### src/rtl/mipi_phy_ser_multilane.sv
// Multi-lane D-PHY style serializer: LP-11/LP-01/LP-00 entry, 0xB8 sync, HS payload, trail, exit.
// Clock-lane mode: define MIPI_PHY_SER_MULTILANE_CONT_CLK_EN for a free-running clock lane.
module mipi_phy_ser_multilane #(
   parameter int NUM_DATA_LANES = 1,
   parameter int T_LPX          = 2,
   parameter int T_PREPARE      = 1,
   parameter int T_TRAIL        = 2,
   parameter int T_EXIT         = 2
) (
   input  logic                          clk_ser,
   input  logic                          resetb,
   input  logic                          enable,
   input  logic                          hs_req,
   input  logic [8*NUM_DATA_LANES-1:0]   data,
   output logic                          re,
   output logic                          busy,
   output logic                          mcp,
   output logic                          mcn,
   output logic [NUM_DATA_LANES-1:0]     mdp,
   output logic [NUM_DATA_LANES-1:0]     mdn,
   output logic [NUM_DATA_LANES-1:0]     mdp_lp,
   output logic [NUM_DATA_LANES-1:0]     mdn_lp,
   output logic [2:0]                    dbg_state
);

   // A timing parameter of zero is treated as one byte period.
   localparam int LPX_N  = (T_LPX < 1) ? 1 : T_LPX;
   localparam int PRP_N  = (T_PREPARE < 1) ? 1 : T_PREPARE;
   localparam int TRL_N  = (T_TRAIL < 1) ? 1 : T_TRAIL;
   localparam int EXT_N  = (T_EXIT < 1) ? 1 : T_EXIT;
   localparam int MAX_AB = (LPX_N > PRP_N) ? LPX_N : PRP_N;
   localparam int MAX_CD = (TRL_N > EXT_N) ? TRL_N : EXT_N;
   localparam int T_MAX  = (MAX_AB > MAX_CD) ? MAX_AB : MAX_CD;
   localparam int CNT_W  = (T_MAX > 1) ? $clog2(T_MAX) : 1;

   localparam logic [CNT_W-1:0] LPX_LAST = CNT_W'(LPX_N - 1);
   localparam logic [CNT_W-1:0] PRP_LAST = CNT_W'(PRP_N - 1);
   localparam logic [CNT_W-1:0] TRL_LAST = CNT_W'(TRL_N - 1);
   localparam logic [CNT_W-1:0] EXT_LAST = CNT_W'(EXT_N - 1);
   localparam logic [7:0]       SYNC_BYTE = 8'hB8;

   typedef enum logic [2:0] {
      ST_STOP    = 3'd0,
      ST_HS_RQST = 3'd1,
      ST_HS_PRPR = 3'd2,
      ST_SOT     = 3'd3,
      ST_HST     = 3'd4,
      ST_TRAIL   = 3'd5,
      ST_EXIT    = 3'd6
   } state_t;

   state_t                                state_q, state_d;
   logic [2:0]                            pos_q, pos_d;
   logic [CNT_W-1:0]                      cnt_q, cnt_d;
   logic [NUM_DATA_LANES-1:0][7:0]        byte_q, byte_d;
   logic                                  re_q, re_d;
   logic                                  busy_q, busy_d;
   logic                                  mcp_q, mcp_d;
   logic                                  mcn_q, mcn_d;
   logic [NUM_DATA_LANES-1:0]             mdp_q, mdp_d;
   logic [NUM_DATA_LANES-1:0]             mdn_q, mdn_d;
   logic [NUM_DATA_LANES-1:0]             mdp_lp_q, mdp_lp_d;
   logic [NUM_DATA_LANES-1:0]             mdn_lp_q, mdn_lp_d;
   logic                                  boundary;
   logic                                  hs_d;

   assign boundary = enable && (pos_q == 3'd7);

   always_ff @(posedge clk_ser) begin
      if (!resetb) begin
         state_q  <= ST_STOP;
         pos_q    <= '0;
         cnt_q    <= '0;
         byte_q   <= '0;
         re_q     <= 1'b0;
         busy_q   <= 1'b0;
         mcp_q    <= 1'b0;
         mcn_q    <= 1'b0;
         mdp_q    <= '0;
         mdn_q    <= '0;
         mdp_lp_q <= '1;
         mdn_lp_q <= '1;
      end else begin
         state_q  <= state_d;
         pos_q    <= pos_d;
         cnt_q    <= cnt_d;
         byte_q   <= byte_d;
         re_q     <= re_d;
         busy_q   <= busy_d;
         mcp_q    <= mcp_d;
         mcn_q    <= mcn_d;
         mdp_q    <= mdp_d;
         mdn_q    <= mdn_d;
         mdp_lp_q <= mdp_lp_d;
         mdn_lp_q <= mdn_lp_d;
      end
   end

   // Next state, byte-period counter and per-lane byte being shifted out.
   always_comb begin
      state_d = state_q;
      cnt_d   = cnt_q;
      byte_d  = byte_q;
      pos_d   = enable ? (pos_q + 3'd1) : 3'd0;
      if (!enable) begin
         state_d = ST_STOP;
         cnt_d   = '0;
      end else if (boundary) begin
         case (state_q)
            ST_STOP: begin
               if (hs_req) begin
                  state_d = ST_HS_RQST;
                  cnt_d   = '0;
               end
            end
            ST_HS_RQST: begin
               if (!hs_req) begin
                  state_d = ST_EXIT;
                  cnt_d   = '0;
               end else if (cnt_q == LPX_LAST) begin
                  state_d = ST_HS_PRPR;
                  cnt_d   = '0;
               end else begin
                  cnt_d = cnt_q + CNT_W'(1);
               end
            end
            ST_HS_PRPR: begin
               if (!hs_req) begin
                  state_d = ST_EXIT;
                  cnt_d   = '0;
               end else if (cnt_q == PRP_LAST) begin
                  state_d = ST_SOT;
                  cnt_d   = '0;
                  for (int l = 0; l < NUM_DATA_LANES; l++) byte_d[l] = SYNC_BYTE;
               end else begin
                  cnt_d = cnt_q + CNT_W'(1);
               end
            end
            ST_SOT, ST_HST: begin
               if (hs_req) begin
                  state_d = ST_HST;
                  byte_d  = data;
               end else begin
                  // Trail holds the complement of the last bit on each lane.
                  state_d = ST_TRAIL;
                  cnt_d   = '0;
                  for (int l = 0; l < NUM_DATA_LANES; l++) byte_d[l] = {8{~byte_q[l][7]}};
               end
            end
            ST_TRAIL: begin
               if (cnt_q == TRL_LAST) begin
                  state_d = ST_EXIT;
                  cnt_d   = '0;
               end else begin
                  cnt_d = cnt_q + CNT_W'(1);
               end
            end
            ST_EXIT: begin
               if (cnt_q == EXT_LAST) begin
                  state_d = ST_STOP;
                  cnt_d   = '0;
               end else begin
                  cnt_d = cnt_q + CNT_W'(1);
               end
            end
            default: begin
               state_d = ST_STOP;
               cnt_d   = '0;
            end
         endcase
      end
   end

   // Handshake: data is sampled on the byte-boundary edge and re pulses for
   // the following cycle so the source can present the next byte.
   always_comb begin
      hs_d   = (state_d == ST_SOT) || (state_d == ST_HST) || (state_d == ST_TRAIL);
      re_d   = boundary && hs_req && ((state_q == ST_SOT) || (state_q == ST_HST));
      busy_d = (state_d != ST_STOP);
      for (int l = 0; l < NUM_DATA_LANES; l++) begin
         mdp_d[l] = hs_d & byte_d[l][pos_d];
         mdn_d[l] = hs_d & ~byte_d[l][pos_d];
      end
      case (state_d)
         ST_HS_RQST: begin
            mdp_lp_d = '0;
            mdn_lp_d = '1;
         end
         ST_HS_PRPR, ST_SOT, ST_HST, ST_TRAIL: begin
            mdp_lp_d = '0;
            mdn_lp_d = '0;
         end
         default: begin
            mdp_lp_d = '1;
            mdn_lp_d = '1;
         end
      endcase
`ifdef MIPI_PHY_SER_MULTILANE_CONT_CLK_EN
      mcp_d = enable & ~mcp_q;
      mcn_d = enable & ~mcp_d;
`else
      mcp_d = hs_d & ~mcp_q;
      mcn_d = hs_d & ~mcp_d;
`endif
   end

   assign re        = re_q;
   assign busy      = busy_q;
   assign mcp       = mcp_q;
   assign mcn       = mcn_q;
   assign mdp       = mdp_q;
   assign mdn       = mdn_q;
   assign mdp_lp    = mdp_lp_q;
   assign mdn_lp    = mdn_lp_q;
   assign dbg_state = state_q;

endmodule

### config.mk
export PLATFORM = sky130hd
export DESIGN_NAME = mipi_phy_ser_multilane
export DESIGN_NICKNAME = d
export VERILOG_FILES = /design/src/rtl/mipi_phy_ser_multilane.sv
export SDC_FILE = /design/constraint.sdc
export NUM_CORES = 1
export LEC_CHECK = 0
export BUFFER_PORTS_ARGS = -buffer_cell sky130_fd_sc_hd__buf_2
export CAP_MARGIN = 20
export CORE_AREA = 2 2 69 71
export CTS_BUF_LIST = sky130_fd_sc_hd__clkbuf_8
export CTS_CLUSTER_DIAMETER = 50
export CTS_CLUSTER_SIZE = 8
export DETAILED_ROUTE_END_ITERATION = 12
export DIE_AREA = 0 0 71 73
export GPL_ROUTABILITY_DRIVEN = 0
export HOLD_SLACK_MARGIN = 0.15
export SLEW_MARGIN = 15
export SYNTH_ARGS = -nofsm -noshare
export SYNTH_HDL_FRONTEND = slang
export SYNTH_SLANG_ARGS = --single-unit
### constraint.sdc
create_clock -name clk_ser -period 2.7 [get_ports clk_ser]
set_input_delay 0.54 -clock clk_ser [delete_from_list [all_inputs] [get_ports clk_ser]]
set_output_delay 0.54 -clock clk_ser [all_outputs]
set_load 0.1 [all_outputs]
Word level (Yosys, flattened, before mapping)
Cells that the tools add are included.
- bits in registers: 23
- bits in latches: 0
- memory bits (writable): 0
- memory bits (read-only): 0
- bits of input ports: 12
- output and inout bits: 11
- memories kept: 0
- $add $sub $neg: 2
- $mul: 0
- div/mod/pow operators: 0
- order comparisons: 1
- eq/ne operators: 14
- shift-type cells: 0
- multiplexer cells: 29
- bitwise gates (word level): 8
- reduce and logical (&&, ||, !) cells: 14
- operators by type and width (operator ; count):
    8-bit two-way mux ; 5
    3-bit two-way mux ; 10
    3-bit == test (second input constant) ; 6
    3-bit one-hot mux with 6 select lines ; 1
    8-bit one-hot mux with 2 select lines ; 1
    3-bit by 2-bit == test with 1-bit output (second input constant) ; 4
    1-bit two-way mux ; 10
    3-bit by 1-bit == test with 1-bit output (second input constant) ; 2
    1-bit one-hot mux with 5 select lines ; 1
    5-bit OR reduction ; 1
    1-bit AND ; 4
    3-bit by 4-bit less-than comparator with 1-bit output (second input constant) ; 1
    2-bit inequality test (second input constant) ; 2
    1-bit inverter ; 4
    2-bit OR reduction ; 2
    4-bit OR reduction ; 1
    3-bit by 1-bit adder with 3-bit output (second input constant) ; 1
    1-bit binary-select mux with 3-bit select ; 1
    1-bit logical AND ; 3
    3-bit zero test ; 1
    1-bit logical OR ; 3
    3-bit AND reduction ; 1
    3-bit nonzero test ; 1
    2-bit AND reduction ; 1
    1-bit adder (second input constant) ; 1

Depth between registers and ports, before layout
Gate-level depths: netlist (run 1).
- word-level depth: 11
- mapped depth: 9
- mapped depth without buffers: 8

Least setup slack after synthesis (run 1)
OpenSTA, ideal clock, no wires.
- path kind: register to register
- start: reg state_q[2], in the netlist dbg_state[2]
- end: reg mdn_q, in the netlist mdn
- data arrival time: 2454 ps
- slack: 120 ps
- cell stages (with the launch flop): 8
- clock period less this slack: 2580 ps
- cell sequence: dfxtp_1 -> or3b_1 -> buf_6 -> a21o_4 -> o311ai_1 -> a31oi_1 -> a32o_1 -> nor2b_4
- cells in the longest elaborated chain, start to end: 9
- elaborated cells between the ends (all ways): 30
- those cells by class: 9 x eq/ne; 15 x mux; 2 x bitwise; 4 x reduce/logical
- RTL lines (item ; line ; text):
    from (decl) ; 52 ; state_t state_q, state_d;
    from (signal assigned) ; 84 ; state_q <= state_d;
    3-bit by 2-bit == test with 1-bit output (tied with other cells) ; 109 ; case (state_q)
    2-bit OR reduction (tied with other cells) ; 109 ;
    8-bit one-hot mux with 2 select lines / 3-bit one-hot mux with 6 select lines (equally long branches) ; 109 ;
    8-bit two-way mux / 3-bit two-way mux (equally long branches) ; 108 ; end else if (boundary) begin
    8-bit two-way mux / 3-bit two-way mux (equally long branches) ; 105 ; if (!enable) begin
    1-bit binary-select mux with 3-bit select (tied with other cells) ; 182 ; mdn_d[l] = hs_d & ~byte_d[l][pos_d];
    1-bit two-way mux (not written as such) / 1-bit logical OR (equally long branches) ; 182, 177 ;
    1-bit inverter / 1-bit logical OR (equally long branches) ; 182, 177 ;
    1-bit AND (*) ; 182 ;
    to (signal assigned) ; 93 ; mdn_q <= mdn_d;
    to (decl) ; 61 ; logic [NUM_DATA_LANES-1:0] mdn_q, mdn_d;
Every way passes the cells marked *; elsewhere a longest branch is shown, timed or not. The select of a mux whose other input is x is not followed.
A chain may end at the register's enable or synchronous reset.

Worst setup path after layout (run 1)
- start: reg pos_q[0]
- end: reg mdn_q, in the netlist mdn
- cells in the longest elaborated chain, start to end: 8
- elaborated cells between the ends (all ways): 17
- those cells by class: 1 x add/sub; 4 x eq/ne; 7 x mux; 2 x bitwise; 3 x reduce/logical
- RTL lines (item ; line ; text):
    from (decl) ; 53 ; logic [2:0] pos_q, pos_d;
    from (signal assigned) ; 85 ; pos_q <= pos_d;
    branches (longest 7 deep; another with 3-bit by 1-bit adder with 3-bit output) ; n/a ;
    1-bit AND (*) ; 182 ;
Mark *: on every way between the ends. The select of a mux whose other input is x is not followed.

==> results of run 1 <==
[metal layers]
metal  share of wire [%]  GRT usage, %
met1                  48         16.34
met2                  44         20.15
met3                 5.4         3.453
met4                 2.3         6.080
met5                   0             0
[cells by family after synthesis]
kind of cell,count (synthesis)
flip-flops,23
AND/OR/NAND/NOR,61
buffers and inverters,20
AO/OA/AOI/OAI,50
adder cells (fa/ha/maj),3
XOR/XNOR,1
[where the power goes]
group	switching (mW)	internal [mW]
combinational	0.0272	0.0148
sequential	0.00160	0.340
clock	0.120	0.105
[cell type report]
class | instances | share of cell area (%)
clock buffers | 3 | 2.787
clock inverters | 1 | 0.5068
inverters | 9 | 2.280
multi-input cells | 115 | 50.84
flip-flops and latches | 23 | 31.08
well taps | 54 | 4.561
repair buffers | 23 | 7.939
[cell usage after synthesis (2+ instances only)]
cell / count / share of area, %
o221ai_1: 2 / 1.3
inv_1: 6 / 1.7
and2_1: 7 / 3.4
a21o_1: 2 / 1.2
o21ai_1: 3 / 1.2
nor3_1: 5 / 1.9
a31oi_1: 3 / 1.4
nand2b_1: 3 / 1.4
a221oi_1: 5 / 3.4
nand2_1: 13 / 3.8
clkbuf_1: 5 / 1.4
buf_1: 2 / 0.58
inv_2: 2 / 0.58
o211ai_1: 4 / 2.3
nor2b_1: 2 / 0.96
buf_2: 3 / 1.2
dfxtp_1: 23 / 35
a221o_1: 2 / 1.5
nor2_1: 18 / 5.2
nand3_1: 2 / 0.77
ha_1: 2 / 1.9
a21boi_0: 2 / 1.2
and3b_1: 2 / 1.3
a31o_2: 3 / 2.0
and3_1: 2 / 0.96
a21oi_1: 6 / 2.3
[critical path, stage by stage (launching register included)]
cell and delay (ns):
dfxtp_1 0.44, ha_1 0.19, ha_1 0.34, nand2_1 0.27, a21o_4 0.29, o311ai_1 0.28
a31oi_1 0.07, a32o_1 0.28, nor2b_4 0.12
[stage by stage]
step	std cells	hold WS, ns
after floorplan	158	0.5543
after global placement	224	0.4232
after detailed placement	224	0.4256
after CTS	228	0.4410
after global routing	228	0.4553
final	228	0.4386
[worst max-delay path by stage]
stage / from / endpoint / cells after the start
final: pos_q[0]$_SDFF_PN0_ / mdn$_SDFF_PN0_ / 8
after CTS: pos_q[0]$_SDFF_PN0_ / mdn$_SDFF_PN0_ / 8
after global placement: hs_req / mdp$_SDFF_PN0_ / 7
after detailed placement: pos_q[0]$_SDFF_PN0_ / mdn$_SDFF_PN0_ / 8
after global routing: pos_q[0]$_SDFF_PN0_ / mdn$_SDFF_PN0_ / 8
after floorplan: dbg_state[2]$_SDFF_PN0_ / mdn$_SDFF_PN0_ / 7
==> key figures, run 1 <==
CTS
  – Total CTS buffers: 3
  – Clk buf depth: 2
  – Clk_lat worst skew: 0.27 ns
  – CTS tree: built
  – Postcts setup bufs: 0
  – Hold-fix buffers, CTS: 0
  – Reg clk slew, reported paths: 0.09 ns
  – H-tree depth: 1
  – Clock tree root driver cell: clkbuf_8
  – Post-CTS Resized: 0
  – CTS Sinks: 23

Timing
  – Final Hold Viols: 0
  – Total Neg Setup Slack: 0 ns
  – Minimum clock period: about 2.4 ns
  – Final WS setup: 0.3116 ns
  – RSZ-0062 raised after global routing: no
  – Slew HR: 67.53%
  – Final setup violating endpoints: 0
  – Slew @ Worst Pin: 0.4905 ns
  – Max Slew Vio Count: 0
  – Setup Skew: 0.002066 ns
  – Fmax: 418.7 MHz
  – Tcrit/Tclk final: 88.46%

Critical path
  – Crit path DAT: 2.55 ns
  – R2R setup slack: approximately 0.31 ns
  – RR Endpoint: mdn$_SDFF_PN0_
  – Critical path class: reg -> reg
  – Reg-to-Reg Start: pos_q[0]$_SDFF_PN0_
  – Crit end category: register
  – Worst EP required: 2.86 ns
  – Worst R2R Path Depth: 8
  – Startpoint types: register
  – Crit-path max FO: 10

Hold path
  – HP Start: mcp$_SDFF_PN0_
  – Min-Delay Endpoint: mcp$_SDFF_PN0_
  – Min-Delay Path Depth: 1
  – Worst hold path type: reg -> reg

Synth
  – Mux contribution to synthesized area: 0%
  – Largest family of logic cells by synthesized area: compound AO/OA/AOI/OAI gates
  – Synth cell types: 55
  – Adder-cell share of the synthesized area: 2.695%
  – Synth warn: 0
  – Post-synth EDFFs: 0
  – Synthesized area per cell: 8.228 sq um
  – FF+latch count, synth: 23
  – Synth Area in Simple Gates: 24.35%
  – Synth Area in Compound Gates: a little over 30%
  – Synthesized area: 0.001300 sq mm
  – Synth Flop Type: dfxtp_1
  – Xor and xnor area share after synthesis: less than 1%
  – Mapped Cells: 158
  – Post-Syn Nets: 172
  – Async SR Flop Fraction: 0%
  – Post-synthesis sequential area ratio: 35.42%

Floorplanning
  – Die area: slightly above 0.005 sq mm
  – FP Rows: 25
  – Die span in y: 73 microns
  – Core box area: 0.004536 sq mm
  – Initial core utilization: 28.66%
  – Width of the die: 71 microns
  – # IOs: 23

Finish
  – Storage element area: 460.4 sq um
  – Layout fillers: between 400 and 500
  – Layout area overhead: 13.96%
  – Share of post-route cells with drive strength above 1: 20.69%
  – Antenna cells: 0
  – Most frequent cells in the layout: dfxtp_1, buf_2, nor2_1, nand2_1, and2_1
  – # nets final: between 150 and 200
  – Final Cell Area: 0.001481 sq mm
  – Number of flip-flops in the largest register: 8
  – Layout Utilization: between 30% and 40%
  – Multi-input gate area: around 750 sq um
  – Biggest register: byte_q
  – Commonest non-fill, non-tap cell in the layout: dfxtp_1

Pwr
  – Peak VDD IR: 297.3 uV
  – Leak: ~0.61 nW
  – Total power: 0.6088 mW
  – Pwr/cell area: roughly 410 mW/mm^2

Place
  – Dpl ws: around 0.37 ns
  – Placed cell area: 0.001433 sq mm
  – Post-DP HPWL: 2.219 mm
  – IO buf count: 22

Drt
  – Final wirelength: 3.087 mm
  – Drt first pass iters: 4
  – Vias: 1,181
  – DR DRC count: 0
  – Antenna viol nets, final: 0
  – DR WL/cell: 13.54 microns
  – DR iter-0 viols: 82
  – Via/cell ratio: between 5 and 6

Global routing
  – Vias in the first global route: 1,092
  – Largest net degree at the start of global routing: 21
  – Gr ovfl total: 0
  – Initial antenna violation count: 0
  – Gr usage total: 12.81%
  – First-pass GRT wire length: between 5 and 6 mm

Status
  – Status: finished, final reports clean

Job
  – Max Cap Viol: 0
No activity file was read; power rests on OpenSTA's default activity.
==> run 2, diff against run 1 <==
- CORE_AREA: 2 2 69 71 -> 2 2 64 66
- DIE_AREA: 0 0 71 73 -> 0 0 66 68
==> key figures, run 2 (same netlist as run 1, synthesis figures left out) <==
Floorplanning
  – # IOs: 23 (unchanged)
  – Core box area: 0.003856 sq mm (-15%)
  – Initial core utilization: 33.71% (+5.0 points)
  – Width of the die: 66 microns (-7.0%)
  – FP Rows: 23 (-8.0%)
  – Die span in y: 68 microns (-6.8%)
  – Die area: 0.004488 sq mm (-13%)

Timing
  – RSZ-0062 raised after global routing: no
  – Final WS setup: 0.3354 ns (+0.02387 ns)
  – Tcrit/Tclk final: 87.58% (-0.88 points)
  – Minimum clock period: 2.365 ns (-0.02387 ns)
  – Total Neg Setup Slack: 0 ns (unchanged)
  – Max Slew Vio Count: 0 (unchanged)
  – Slew @ Worst Pin: 0.4916 ns (+0.001100 ns)
  – Final Hold Viols: 0 (unchanged)
  – Final setup violating endpoints: 0 (unchanged)
  – Fmax: 422.9 MHz (+1.0%)
  – Slew HR: 67.45% (-0.073 points)
  – Setup Skew: 0.003250 ns (+0.001183 ns)

CTS
  – Postcts setup bufs: 0 (unchanged)
  – Total CTS buffers: 3 (unchanged)
  – Clk buf depth: 2 (unchanged)
  – Clock tree root driver cell: clkbuf_8
  – Hold-fix buffers, CTS: 0 (unchanged)
  – Post-CTS Resized: 0 (unchanged)
  – Reg clk slew, reported paths: 0.09 ns (about the same)
  – Clk_lat worst skew: 0.27 ns (about the same)
  – CTS tree: built
  – CTS Sinks: 23 (unchanged)
  – H-tree depth: 1 (unchanged)

Drt
  – DR DRC count: 0 (unchanged)
  – Via/cell ratio: 5.448 (+5.2%)
  – Antenna viol nets, final: 0 (unchanged)
  – DR iter-0 viols: 81 (-1.2%)
  – Final wirelength: 3.041 mm (-1.5%)
  – Vias: 1,215 (+2.9%)
  – DR WL/cell: 13.64 microns (+0.72%)
  – Drt first pass iters: 4 (unchanged)

Critical path
  – Slowest-stage cell, CP: dfxtp_1
  – Startpoint types: register
  – Crit path DAT: 2.52 ns (-0.03 ns)
  – Most frequent CP cell: ha_1
  – Worst EP required: 2.86 ns (about the same)
  – CP startpoint: pos_q[0]$_SDFF_PN0_
  – Critical path class: reg -> reg
  – Crit end category: register
  – Critical-path cell list: ha_1, ha_1, and4b_1, nand2_1, a21boi_0, a31oi_1, a32o_1, nor2b_4
  – Crit-path max FO: 10 (unchanged)
  – CP peak stage delay: 0.42 ns (-0.02 ns)
  – Reg-to-Reg Start: pos_q[0]$_SDFF_PN0_

Status
  – Status: finished, final reports clean

Hold path
  – Worst hold path type: reg -> reg
  – HP Start: mcp$_SDFF_PN0_

Finish
  – Layout area overhead: 12.80%
  – Most frequent cells in the layout: dfxtp_1, buf_2, nor2_1, nand2_1, and2_1
  – Number of flip-flops in the largest register: 8 (unchanged)
  – Fin cells: 223 (-2.2%)
  – # nets final: 188 (-0.53%)
  – Commonest non-fill, non-tap cell in the layout: dfxtp_1
  – Final Cell Area: 0.001466 sq mm (-1.0%)
  – Antenna cells: 0 (unchanged)
  – Share of post-route cells with drive strength above 1: 20.23% (-0.46 points)
  – Biggest register: byte_q

Pwr
  – Total power: 0.6015 mW (-1.2%)
  – Pwr/cell area: 410.2 mW/mm^2 (-0.18%)
  – Leak: 0.6097 nW (-0.28%)
  – Peak VDD IR: 294.4 uV (-0.97%)

Place
  – IO buf count: 22 (unchanged)
  – Placed Cells: 219 (-2.2%)
  – Dpl ws: 0.3473 ns (-0.01949 ns)
  – Placed cell area: 0.001420 sq mm (-0.87%)
  – Post-DP HPWL: 2.241 mm (+0.98%)

Global routing
  – Vias in the first global route: 1,130 (+3.5%)
  – Gr ovfl total: 0 (unchanged)
  – Largest net degree at the start of global routing: 21 (unchanged)
  – Gr usage total: 15.18% (+2.4 points)
  – GRT met1 Usage: 19.60% (+3.3 points)
  – Grt peak-use layer: met2
  – Initial antenna violation count: 0 (unchanged)
  – Grt met3 use: 2.796% (-0.66 points)
  – Met2 usage: 25.51% (+5.4 points)
  – First-pass GRT wire length: 5.299 mm (+2.1%)

Job
  – Max Cap Viol: 0 (unchanged)
-- run 2: cell count changes in the layout (fill, tap and decap cells not counted) --
cell | before | now
clkinv_2 | 0 | 1
clkinvlp_4 | 1 | 0
buf_4 | 1 | 0
-- run 2: area by class of cell --
| type | instances | area [sq um] |
|---|---|---|
| sequential | 23 | 460.4 |
| clock buffer | 3 | 41.29 |
| inverter | 9 | 33.78 |
| multi-input combinational | 115 | 753.2 |
| tap | 50 | 62.56 |
| timing repair buffer | 22 | 110.1 |
| clock inverter | 1 | 5.005 |
| fill | 410 | 2390 |
-- run 2: layer usage --
| metal | part of all wire, % | routed length (microns) |
|---|---|---|
| met1 | 46 | 1410 |
| met2 | 47 | 1420 |
| met3 | 5.4 | 165 |
| met4 | 1.5 | 45 |
| met5 | 0 | 0 |
-- run 2: final timing paths --
path	endpoint	slack [ns]	depth (start not counted)
worst max register to register	mdn$_SDFF_PN0_	0.34	8
worst min-delay path	mcp$_SDFF_PN0_	0.45	1
worst max-delay path	mdn$_SDFF_PN0_	0.34	8
worst min register to register	mcp$_SDFF_PN0_	0.45	1
-- run 2: where the power goes --
part	switching, mW	leakage (nW)	internal (mW)
Combinational	0.0264	0.399	0.0148
Sequential	0.00144	0.186	0.340
Clock	0.115	0.0255	0.103
Total	0.143	0.610	0.458
-- run 2: worst max-delay path, delay by kind of cell (launching register included) --
| kind | cells | cell delay (ns) |
|---|---|---|
| compound gates | 3 | 0.72 |
| flops | 1 | 0.42 |
| simple gates | 3 | 0.61 |
| fa+ha+maj | 2 | 0.50 |
-- run 2: metrics by stage --
stage / hold WS, ns / utilization, %
2_1_floorplan: 0.5543 / -
3_3_place_gp: 0.4192 / 36.83
3_5_place_dp: 0.4345 / 36.83
4_1_cts: 0.4490 / 38.03
5_1_grt: 0.4750 / 38.03
6_report: 0.4464 / 38.03
